### src/rtl/wingbutled_ctrl.sv
// Button/LED wing consumer stage.
// Synchronises and debounces four raw wing buttons, classifies presses as
// short or long, and drives the four wing LEDs from a per-channel
// OFF/ON/BLINK mode machine.
//
// Ports:
//   clk          system clock
//   rst_n        asynchronous active-low reset
//   buttons[3:0] raw wing button lines (polarity set by BTN_ACTIVE_LOW)
//   clear        synchronous, forces every channel to OFF
//   leds[3:0]    LED drive, 1 = lit
//   btn_state    debounced pressed level, 1 = pressed
//   btn_press    1-cycle pulse on debounced press
//   btn_release  1-cycle pulse on debounced release
//   btn_long     1-cycle pulse when a press has been held LONG_PRESS_CYCLES
module wingbutled_ctrl #(
    parameter int unsigned DEBOUNCE_CYCLES   = 32000,
    parameter int unsigned LONG_PRESS_CYCLES = 32000000,
    parameter int unsigned BLINK_HALF_PERIOD = 8000000,
    parameter bit          BTN_ACTIVE_LOW    = 1'b0
) (
    input  logic       clk,
    input  logic       rst_n,
    input  logic [3:0] buttons,
    input  logic       clear,
    output logic [3:0] leds,
    output logic [3:0] btn_state,
    output logic [3:0] btn_press,
    output logic [3:0] btn_release,
    output logic [3:0] btn_long
);

    localparam int unsigned NCH = 4;
    localparam int unsigned DBW = $clog2(DEBOUNCE_CYCLES);
    localparam int unsigned HLW = $clog2(LONG_PRESS_CYCLES + 1);
    localparam int unsigned BKW = (BLINK_HALF_PERIOD > 1) ? $clog2(BLINK_HALF_PERIOD) : 1;

    localparam logic [DBW-1:0] DB_LAST    = DBW'(DEBOUNCE_CYCLES - 1);
    localparam logic [HLW-1:0] HOLD_MAX   = HLW'(LONG_PRESS_CYCLES);
    localparam logic [HLW-1:0] HOLD_LAST  = HLW'(LONG_PRESS_CYCLES - 1);
    localparam logic [BKW-1:0] BLINK_LAST = BKW'(BLINK_HALF_PERIOD - 1);

    typedef enum logic [1:0] {
        MODE_OFF   = 2'd0,
        MODE_ON    = 2'd1,
        MODE_BLINK = 2'd2
    } mode_t;

    logic [NCH-1:0] raw;
    logic [NCH-1:0] sync1;
    logic [NCH-1:0] sync2;
    logic [NCH-1:0] stable;
    logic [DBW-1:0] db_cnt [NCH];
    logic [HLW-1:0] hold_cnt [NCH];
    logic [NCH-1:0] long_flag;
    logic [BKW-1:0] blink_cnt;
    logic           phase;
    mode_t          mode_q [NCH];
    mode_t          mode_d [NCH];

    // Internal logic is active-high pressed regardless of wing polarity.
    assign raw       = buttons ^ {NCH{BTN_ACTIVE_LOW}};
    assign btn_state = stable;

    // Two-flop synchroniser, debounce counters and press/release events.
    always_ff @(posedge clk or negedge rst_n) begin
        if (!rst_n) begin
            sync1       <= '0;
            sync2       <= '0;
            stable      <= '0;
            btn_press   <= '0;
            btn_release <= '0;
            for (int i = 0; i < NCH; i++) begin
                db_cnt[i] <= '0;
            end
        end else begin
            sync1 <= raw;
            sync2 <= sync1;
            for (int i = 0; i < NCH; i++) begin
                btn_press[i]   <= 1'b0;
                btn_release[i] <= 1'b0;
                if (sync2[i] == stable[i]) begin
                    db_cnt[i] <= '0;
                end else if (db_cnt[i] == DB_LAST) begin
                    // Mismatch held long enough: accept the new level.
                    stable[i]      <= sync2[i];
                    db_cnt[i]      <= '0;
                    btn_press[i]   <= sync2[i];
                    btn_release[i] <= ~sync2[i];
                end else begin
                    db_cnt[i] <= db_cnt[i] + DBW'(1);
                end
            end
        end
    end

    // Hold counters; saturation guarantees one long pulse per press.
    always_ff @(posedge clk or negedge rst_n) begin
        if (!rst_n) begin
            btn_long  <= '0;
            long_flag <= '0;
            for (int i = 0; i < NCH; i++) begin
                hold_cnt[i] <= '0;
            end
        end else begin
            for (int i = 0; i < NCH; i++) begin
                if (!stable[i]) begin
                    hold_cnt[i] <= '0;
                end else if (hold_cnt[i] != HOLD_MAX) begin
                    hold_cnt[i] <= hold_cnt[i] + HLW'(1);
                end
                btn_long[i] <= stable[i] && (hold_cnt[i] == HOLD_LAST);
                // Flag marks the current press as long until its release is consumed.
                if (stable[i] && (hold_cnt[i] == HOLD_LAST)) begin
                    long_flag[i] <= 1'b1;
                end else if (btn_release[i]) begin
                    long_flag[i] <= 1'b0;
                end
            end
        end
    end

    // Shared blink phase, free-running so all BLINK channels stay in step.
    always_ff @(posedge clk or negedge rst_n) begin
        if (!rst_n) begin
            blink_cnt <= '0;
            phase     <= 1'b0;
        end else if (blink_cnt == BLINK_LAST) begin
            blink_cnt <= '0;
            phase     <= ~phase;
        end else begin
            blink_cnt <= blink_cnt + BKW'(1);
        end
    end

    // Mode state register.
    always_ff @(posedge clk or negedge rst_n) begin
        if (!rst_n) begin
            for (int i = 0; i < NCH; i++) begin
                mode_q[i] <= MODE_OFF;
            end
        end else begin
            for (int i = 0; i < NCH; i++) begin
                mode_q[i] <= mode_d[i];
            end
        end
    end

    // Mode next-state: clear wins, then long press, then short-press release.
    always_comb begin
        for (int i = 0; i < NCH; i++) begin
            mode_d[i] = mode_q[i];
            if (clear) begin
                mode_d[i] = MODE_OFF;
            end else if (btn_long[i]) begin
                mode_d[i] = MODE_BLINK;
            end else if (btn_release[i] && !long_flag[i]) begin
                case (mode_q[i])
                    MODE_OFF: mode_d[i] = MODE_ON;
                    MODE_ON:  mode_d[i] = MODE_OFF;
                    default:  mode_d[i] = MODE_OFF;
                endcase
            end
        end
    end

    // LED drive registered from the current mode.
    always_ff @(posedge clk or negedge rst_n) begin
        if (!rst_n) begin
            leds <= '0;
        end else begin
            for (int i = 0; i < NCH; i++) begin
                case (mode_q[i])
                    MODE_ON:    leds[i] <= 1'b1;
                    MODE_BLINK: leds[i] <= phase;
                    default:    leds[i] <= 1'b0;
                endcase
            end
        end
    end

endmodule

### config.mk
export PLATFORM = sky130hd
export DESIGN_NAME = wingbutled_ctrl
export DESIGN_NICKNAME = d
export VERILOG_FILES = /design/src/rtl/wingbutled_ctrl.sv
export SDC_FILE = /design/constraint.sdc
export NUM_CORES = 1
export LEC_CHECK = 0
export CAP_MARGIN = 20
export CELL_PAD_IN_SITES_DETAIL_PLACEMENT = 1
export CELL_PAD_IN_SITES_GLOBAL_PLACEMENT = 2
export CORE_UTILIZATION = 40
export CTS_BUF_LIST = sky130_fd_sc_hd__clkbuf_4
export DETAILED_ROUTE_END_ITERATION = 8
export DONT_BUFFER_PORTS = 1
export HOLD_SLACK_MARGIN = 0.06
export PLACE_DENSITY = 0.85
export REMOVE_ABC_BUFFERS = 1
export SYNTH_ARGS = -nofsm -noshare
export SYNTH_HDL_FRONTEND = slang
export SYNTH_SLANG_ARGS = --single-unit
### constraint.sdc
create_clock -name clk -period 6 [get_ports clk]
set_input_delay 1.8 -clock clk [delete_from_list [all_inputs] [get_ports clk]]
set_output_delay 1.8 -clock clk [all_outputs]
set_load 0.01 [all_outputs]
# Word level (Yosys, flattened, before mapping)

Cells that the tools add are included.

Bits in registers: 224
Bits of input ports: 7
Output and inout port bits: 20
Word-level logic and storage cells: 164

Add/sub/neg operators: 9
Equality and inequality tests: 29
Mux-type cells: 61
Bitwise operators: 9
Reductions and logical operators: 28

Operators with widths:

| operator              | count |
|---|---|
| $mux 25               | 8 |
| $mux 15               | 8 |
| $add 25x1->25 const B | 4 |
| $eq 25x25->1 const B  | 4 |
| $ne 25x25->1 const B  | 4 |
| $add 15x1->15 const B | 4 |
| $eq 15x15->1 const B  | 4 |
| $mux 1                | 28 |
| $mux 2                | 12 |
| $add 23x1->23 const B | 1 |
| $eq 23x23->1 const B  | 1 |
| $mux 23               | 1 |
| $reduce_bool 3->1     | 4 |
| $not 1->1             | 9 |
| $eq 2x1->1 const B    | 4 |
| $eq 2x2->1 const B    | 4 |
| $logic_and 1x1->1     | 8 |
| $logic_not 2->1       | 4 |
| $ne 2x1->1 const B    | 4 |
| $pmux 1 s2            | 4 |
| $reduce_and 2->1      | 4 |
| $reduce_bool 2->1     | 4 |
| $eq 1x1->1            | 4 |
| $logic_not 1->1       | 4 |

# Depth between registers and ports, before layout

Gate-level depths: netlist of run 1.

Depth after elaboration: 5
Depth in mapped cells: 7
Depth with buffers taken out: 6

# Least setup slack after synthesis of run 1

Ideal clock, no wire load.

Path type: register to output
Start point: reg stable[2] (netlist: btn_state[2])
End point: out btn_state[2]
Data arrival time: 0.448 ns
Required time: 4.200 ns
Setup slack: 3.752 ns
Stages on the path, launching flop included: 1
Buffers on the path: 0
Path through: dfrtp_1

RTL lines:

| element                          | RTL line | text |
|---|---|---|
| start: declaration               | 52       | `logic [NCH-1:0] stable;` |
| start signal: indexed assignment | 86       | `stable[i] <= sync2[i];` |
| end: declaration                 | 27       | `output logic [3:0] btn_state,` |

No word-level cell between the ends.

# Worst setup path after layout of run 1

Start point: reg stable[2] (netlist: btn_state[2])
End point: out btn_state[2]

No word-level cell between the ends.

==> results of run 1 <==
==> synth_stat cells, drive strengths merged (2+ instances only) <==
cell type	number
clkbuf	29
nor4b	11
dfrtp	224
xor2	55
ha	25
nor4	18
nor3	34
nor3b	11
o21a	3
o311ai	5
nand2	69
or4b	3
nand4	48
nand3b	2
a21o	4
and3	19
buf	2
nor2b	13
mux2i	9
mux2	4
and4	33
o41ai	5
o21ai	44
nand2b	12
or4	24
or3	33
inv	43
a21oi	65
and2	11
nor2	107
xnor2	53
nand3	68
o31ai	15
==> metal layers <==
metal	wire [µm]	up-vias	global-route usage, %
met5	0	-	0
met4	628	0	8.10
met3	686	52	3.62
met2	11400	98	29.4
met1	11700	4129	24.6
li1	-	4092	-
==> logic make-up (layout without fill, tap and decap cells) <==
group,after synthesis,in the layout
fa+ha+maj,25,25
flops,224,224
buf+inv,75,158
simple gates,520,520
other cells,0,1
compound gates,143,143
mux,13,13
xor+xnor,108,108
==> flip-flops by register name, indices dropped and copies added, names as in the netlist, 8 cells and up <==
register,cells
hold_cnt,100
db_cnt,60
blink_cnt,23
mode_q,8
==> stage by stage <==
stage	util, %	setup WS [ns]	total power (W)
floorplan	-	3.64	0.00157
global placement	41.9	3.56	0.00158
detailed placement	41.9	3.53	0.00158
CTS	45.0	2.78	0.00308
global route	45.0	2.73	0.00316
finish	45.0	2.85	0.00302
==> worst register-to-register path: stages, from the launching register on <==
cell     delay, ns
dfrtp_1       0.44
nand4_1       0.43
or4_1         0.77
or4_1         0.53
a21oi_1       0.15
==> where the power goes <==
group          total [W]  internal, W  switching, W
logic          0.0000200   0.00000760     0.0000124
registers        0.00153      0.00152    0.00000890
clock network    0.00147     0.000805      0.000662
==> final timing paths <==
| check | endpoint | slack, ns | depth (start not counted) |
|---|---|---|---|
| worst max-delay path | btn_state[2] | 2.85 | 0 |
| worst min-delay path | sync2[3] | 0.35 | 0 |
| worst max register to register | hold_cnt[96] | 3.59 | 4 |
| worst min register to register | sync2[3] | 0.35 | 0 |
| max in group asynchronous | leds[1] | 4.80 | 0 |
| min in group asynchronous | hold_cnt[57] | 0.83 | 0 |
==> cell type report <==
| class | instances | area (µm²) |
|---|---|---|
| Tap cell | 341 | 427 |
| Clock inverter | 20 | 128 |
| Antenna cell | 1 | 2.50 |
| Inverter | 44 | 165 |
| Multi-Input combinational cell | 809 | 5100 |
| Sequential cell | 224 | 5610 |
| Clock buffer | 94 | 706 |
| Fill cell | 3072 | 14800 |
==> results_dict.tcl, run 1 <==
set metrics [dict create \
    min_path_type "reg -> reg" \
    synth_top_area_share_pct 51.0 \
    whs_ns 0.355 \
    hpwl_um 15500 \
    slew_headroom_pct 40.5 \
    outcome "completed" \
    fp-row-count 60 \
    synth-adder-area-share_pct 2.85 \
    synth_cell_type_count 45 \
    muxShareOfSynthArea_pct 1.23 \
    slew_violations 0 \
    final_cells 1533 \
    die_area_um2 28100 \
    firstDrtPassIters 4 \
    synth_edf_count 0 \
    cts_tree "done" \
    ys_seq_area_share_pct 51.0 \
    cts-root-buf "clkbuf_4" \
    synth_top_family_by_area "simple AND/OR/NAND/NOR gates" \
    startpoint_type "register" \
    die_x_um 168 \
    path_class "reg -> out" \
    max_slew.worst_pin.slew_ns 0.885 \
    grt_max_degree 225 \
    cp.required_ns 4.20 \
    end_kind "output pin" \
    antenna_found_initial 1 \
    place_congestion 0.754 \
    ctsResizeCount 0 \
    grt_pass1_wl_um 43200 \
    avgSynthCellArea_um2 9.92 \
    syn_inst 1108 \
    synth_area_leaders "dfrtp_1, xor2_1, xnor2_1" \
    antenna_left 0 \
    peakVddDrop_mv 0.133 \
    fp.dieH_um 168 \
    synth_compound_area_share_pct 7.42 \
    drv_cap 0 \
    max_freq_mhz 318 \
    critPathArrivalTime_ns 1.35 \
    num_vias 8371 \
    dpl_cell_area_um2 11300 \
    final_area_um2 12100 \
    clk_latency_ns 0.67 \
    post_cts_buffers 0 \
    finalCriticalPeriod_ns 3.15 \
    dp_cells 1418 \
    ys.warnings.count 0 \
    clk_path_buf_depth 3 \
    syn_area_um2 11000 \
    nets 1177 \
    wl_per_cell_um 15.9 \
    synth_ff_type "dfrtp_1" \
    finalHoldViolCount 0 \
    rsz0062_at_grt "false" \
    clock_skew_ns 0.0534 \
    start_util_pct 40.8 \
    p_per_area_nw_per_um2 249 \
    grt_overflow 0 \
    drcViolationCount 0 \
    layout-drive-gt1-share_pct 9.32 \
    cts_buffers 66 \
    htreeDepth 3 \
    clkTransAtPathRegs_ns 0.06 \
    final_cell_mix "dfrtp_1, nor2_1, clkbuf_4" \
    crit_start "btn_state[2]" \
    synth_simple_gate_area_share_pct 26.3 \
    async_flop_share_pct 100 \
    numPortBuffers 0 \
    r2r_start "hold_cnt[79]" \
    syn_to_final_growth_pct 10.4 \
    layout_commonest_cell "dfrtp_1" \
    synth_xor_xnor_area_share_pct 8.61 \
    period_share_pct 52.4 \
    io_pins 27 \
    yosys.area.top_type "dfrtp_1" \
    synth_seq_cells 224 \
    fin_tns_setup_ns 0 \
    clkSinkCount 224 \
    hold_start "sync1[3]" \
    core_region_area_um2 27000 \
    drt_iter0_drc 477 \
    hold_buffers 0 \
    grt_use_total_pct 18.5 \
    grt_pass1_vias 8893 \
    path_max_fanout 16 \
    viasPerCell 5.46 \
    setup_viol 0 \
    p_leak_nw 4.91 \
    drt-total-wl_um 24400 \
]
(Power assumes the default switching activity.)
==> inputs of run 2 (changes only) <==
--- a/config.mk
+++ b/config.mk
@@ -8,12 +8,12 @@
 export CAP_MARGIN = 20
 export CELL_PAD_IN_SITES_DETAIL_PLACEMENT = 1
 export CELL_PAD_IN_SITES_GLOBAL_PLACEMENT = 2
-export CORE_UTILIZATION = 40
+export CORE_UTILIZATION = 39
 export CTS_BUF_LIST = sky130_fd_sc_hd__clkbuf_4
 export DETAILED_ROUTE_END_ITERATION = 8
 export DONT_BUFFER_PORTS = 1
 export HOLD_SLACK_MARGIN = 0.06
-export PLACE_DENSITY = 0.85
+export PLACE_DENSITY = 0.87
 export REMOVE_ABC_BUFFERS = 1
 export SYNTH_ARGS = -nofsm -noshare
 export SYNTH_HDL_FRONTEND = slang
==> constraint.sdc (replaced) <==
create_clock -name clk -period 2.85 [get_ports clk]
set_input_delay 0.855 -clock clk [delete_from_list [all_inputs] [get_ports clk]]
set_output_delay 0.855 -clock clk [all_outputs]
set_load 0.01 [all_outputs]
==> run 2 against run 1 <==
Count of clock-buffer cells in the layout decreased by 1. Register-to-register slack got worse by 3.1 ns. First-iteration DRC count decreased by 30%. Sequential cell count unchanged. Via count increased by 1.2%. Clock skew decreased by 0.0093 ns. Largest power group unchanged. The flow now finishes with violations (hold timing). Total power increased by 110%.
==> results_dict.tcl, run 2 (same netlist as run 1, synthesis figures left out) <==
set metrics [dict create \
    outcome "finished, violations left" \
    violations "hold timing" \
    nets 1182 \
    finalCriticalPeriod_ns 2.39 \
    final_core_util_pct 43.8 \
    antenna_left 0 \
    finalHoldViolCount 104 \
    grt_max_degree 225 \
    wl_per_cell_um 15.6 \
    dpl_cell_area_um2 11400 \
    fin_tns_setup_ns 0 \
    final_cell_mix "dfrtp_1, nor2_1, clkbuf_4" \
    firstDrtPassIters 4 \
    whs_ns -0.0646 \
    core_region_area_um2 27800 \
    largest_reg_flops 100 \
    cts_buffers 66 \
    cts-root-buf "clkbuf_4" \
    fp-row-count 61 \
    start_util_pct 39.6 \
    drv_cap 0 \
    antenna_found_initial 1 \
    p_leak_nw 4.90 \
    rsz0062_at_grt "false" \
    slew_violations 0 \
    die_x_um 170 \
    power.total_w 0.00618 \
    drt_iter0_drc 335 \
    post_cts_buffers 0 \
    regMostFlops "hold_cnt" \
    htreeDepth 3 \
    layout_commonest_cell "dfrtp_1" \
    dp_cells 1460 \
    crit_start "hold_cnt[1]" \
    multi_input_area_um2 5100 \
    reg_top3 "hold_cnt x100, db_cnt x60, blink_cnt x23" \
    n_fill_cell 3230 \
    startpoint_type "register" \
    peakVddDrop_mv 0.271 \
    place_congestion 0.746 \
    critPathArrivalTime_ns 2.95 \
    max_freq_mhz 419 \
    grt_overflow 0 \
    period_share_pct 83.7 \
    max_slew.worst_pin.slew_ns 0.785 \
    cts_tree "done" \
    slew_headroom_pct 47.2 \
    fp.dieH_um 170 \
    p_per_area_nw_per_um2 508 \
    grt_pass1_wl_um 43300 \
    end_kind "register" \
    path_class "reg -> reg" \
    ctsResizeCount 0 \
    grt_pass1_vias 9002 \
    clock_skew_ns 0.0441 \
    numPortBuffers 0 \
    regArea_um2 5610 \
    drcViolationCount 0 \
    syn_to_final_growth_pct 10.7 \
    num_vias 8471 \
    setup_viol 0 \
    cp.required_ns 3.41 \
    die_area_um2 28900 \
    io_pins 27 \
    clkTransAtPathRegs_ns 0.06 \
    layout-drive-gt1-share_pct 9.52 \
    r2r_start "hold_cnt[1]" \
    r2r_setup_slack_ns 0.46 \
    grt_use_total_pct 18.2 \
    final_area_um2 12200 \
    path_max_fanout 8 \
    clk_latency_ns 0.65 \
    viasPerCell 5.37 \
    hpwl_um 15900 \
    clk_path_buf_depth 3 \
    r2r_cells 5 \
    drt-total-wl_um 24700 \
    clkSinkCount 224 \
    final_cells 1577 \
    min_path_type "in -> async" \
    r2r_end "hold_cnt[24]" \
]
## run 2: changes by cell type in the layout (fill, tap and decap cells not counted)
| cell | before | now |
|---|---|---|
| bufinv_16 | 2 | 0 |
| clkinv_2 | 0 | 3 |
| clkinv_1 | 15 | 19 |
| clkbuf_4 | 94 | 93 |
| inv_2 | 4 | 2 |
| buf_4 | 0 | 5 |
## run 2: area by class of cell
| class | instances | share of cell area, % |
|---|---|---|
| clock inverters | 23 | 0.740 |
| well taps | 378 | 3.89 |
| repair buffers | 5 | 0.308 |
| flip-flops and latches | 224 | 46.0 |
| clock buffers | 93 | 5.74 |
| multi-input cells | 809 | 41.9 |
| diodes | 1 | 0.0206 |
| inverters | 44 | 1.36 |
## run 2: critical path: stages, from the launching register on
cell,delay [ns]
dfrtp_1,0.45
ha_1,0.28
nand3_2,0.20
or4_1,0.70
or4_1,0.52
a21oi_1,0.15
## run 2: power by group
group	internal [W]	leakage [nW]	switching, W
logic	0.0000156	1.34	0.0000247
registers	0.00320	3.09	0.0000187
clock network	0.00151	0.476	0.00142
## run 2: routing by layer
metal	vias to the layer above	part of all wire, %	track usage, %
met3	47	4.1	4.07
met4	0	1.9	6.82
met5	-	0	0
met1	4228	46	23.4
met2	115	48	30.0
li1	4081	-	-
## run 2: worst max path at each step
stage	to	slack [ns]	depth (start not counted)
6_report	hold_cnt[24]	0.46	5
5_1_grt	hold_cnt[24]	0.33	5
4_1_cts	hold_cnt[24]	0.48	5
3_5_place_dp	hold_cnt[24]	0.52	5
3_3_place_gp	hold_cnt[24]	0.57	5
2_1_floorplan	hold_cnt[24]	0.74	4
## run 2: metrics by stage
step / hold WS (ns) / worst slack [ns]
2_1_floorplan: 0.331 / 0.743
5_1_grt: -0.135 / 0.328
4_1_cts: -0.148 / 0.483
3_5_place_dp: 0.336 / 0.522
6_report: -0.0646 / 0.463
3_3_place_gp: 0.332 / 0.573
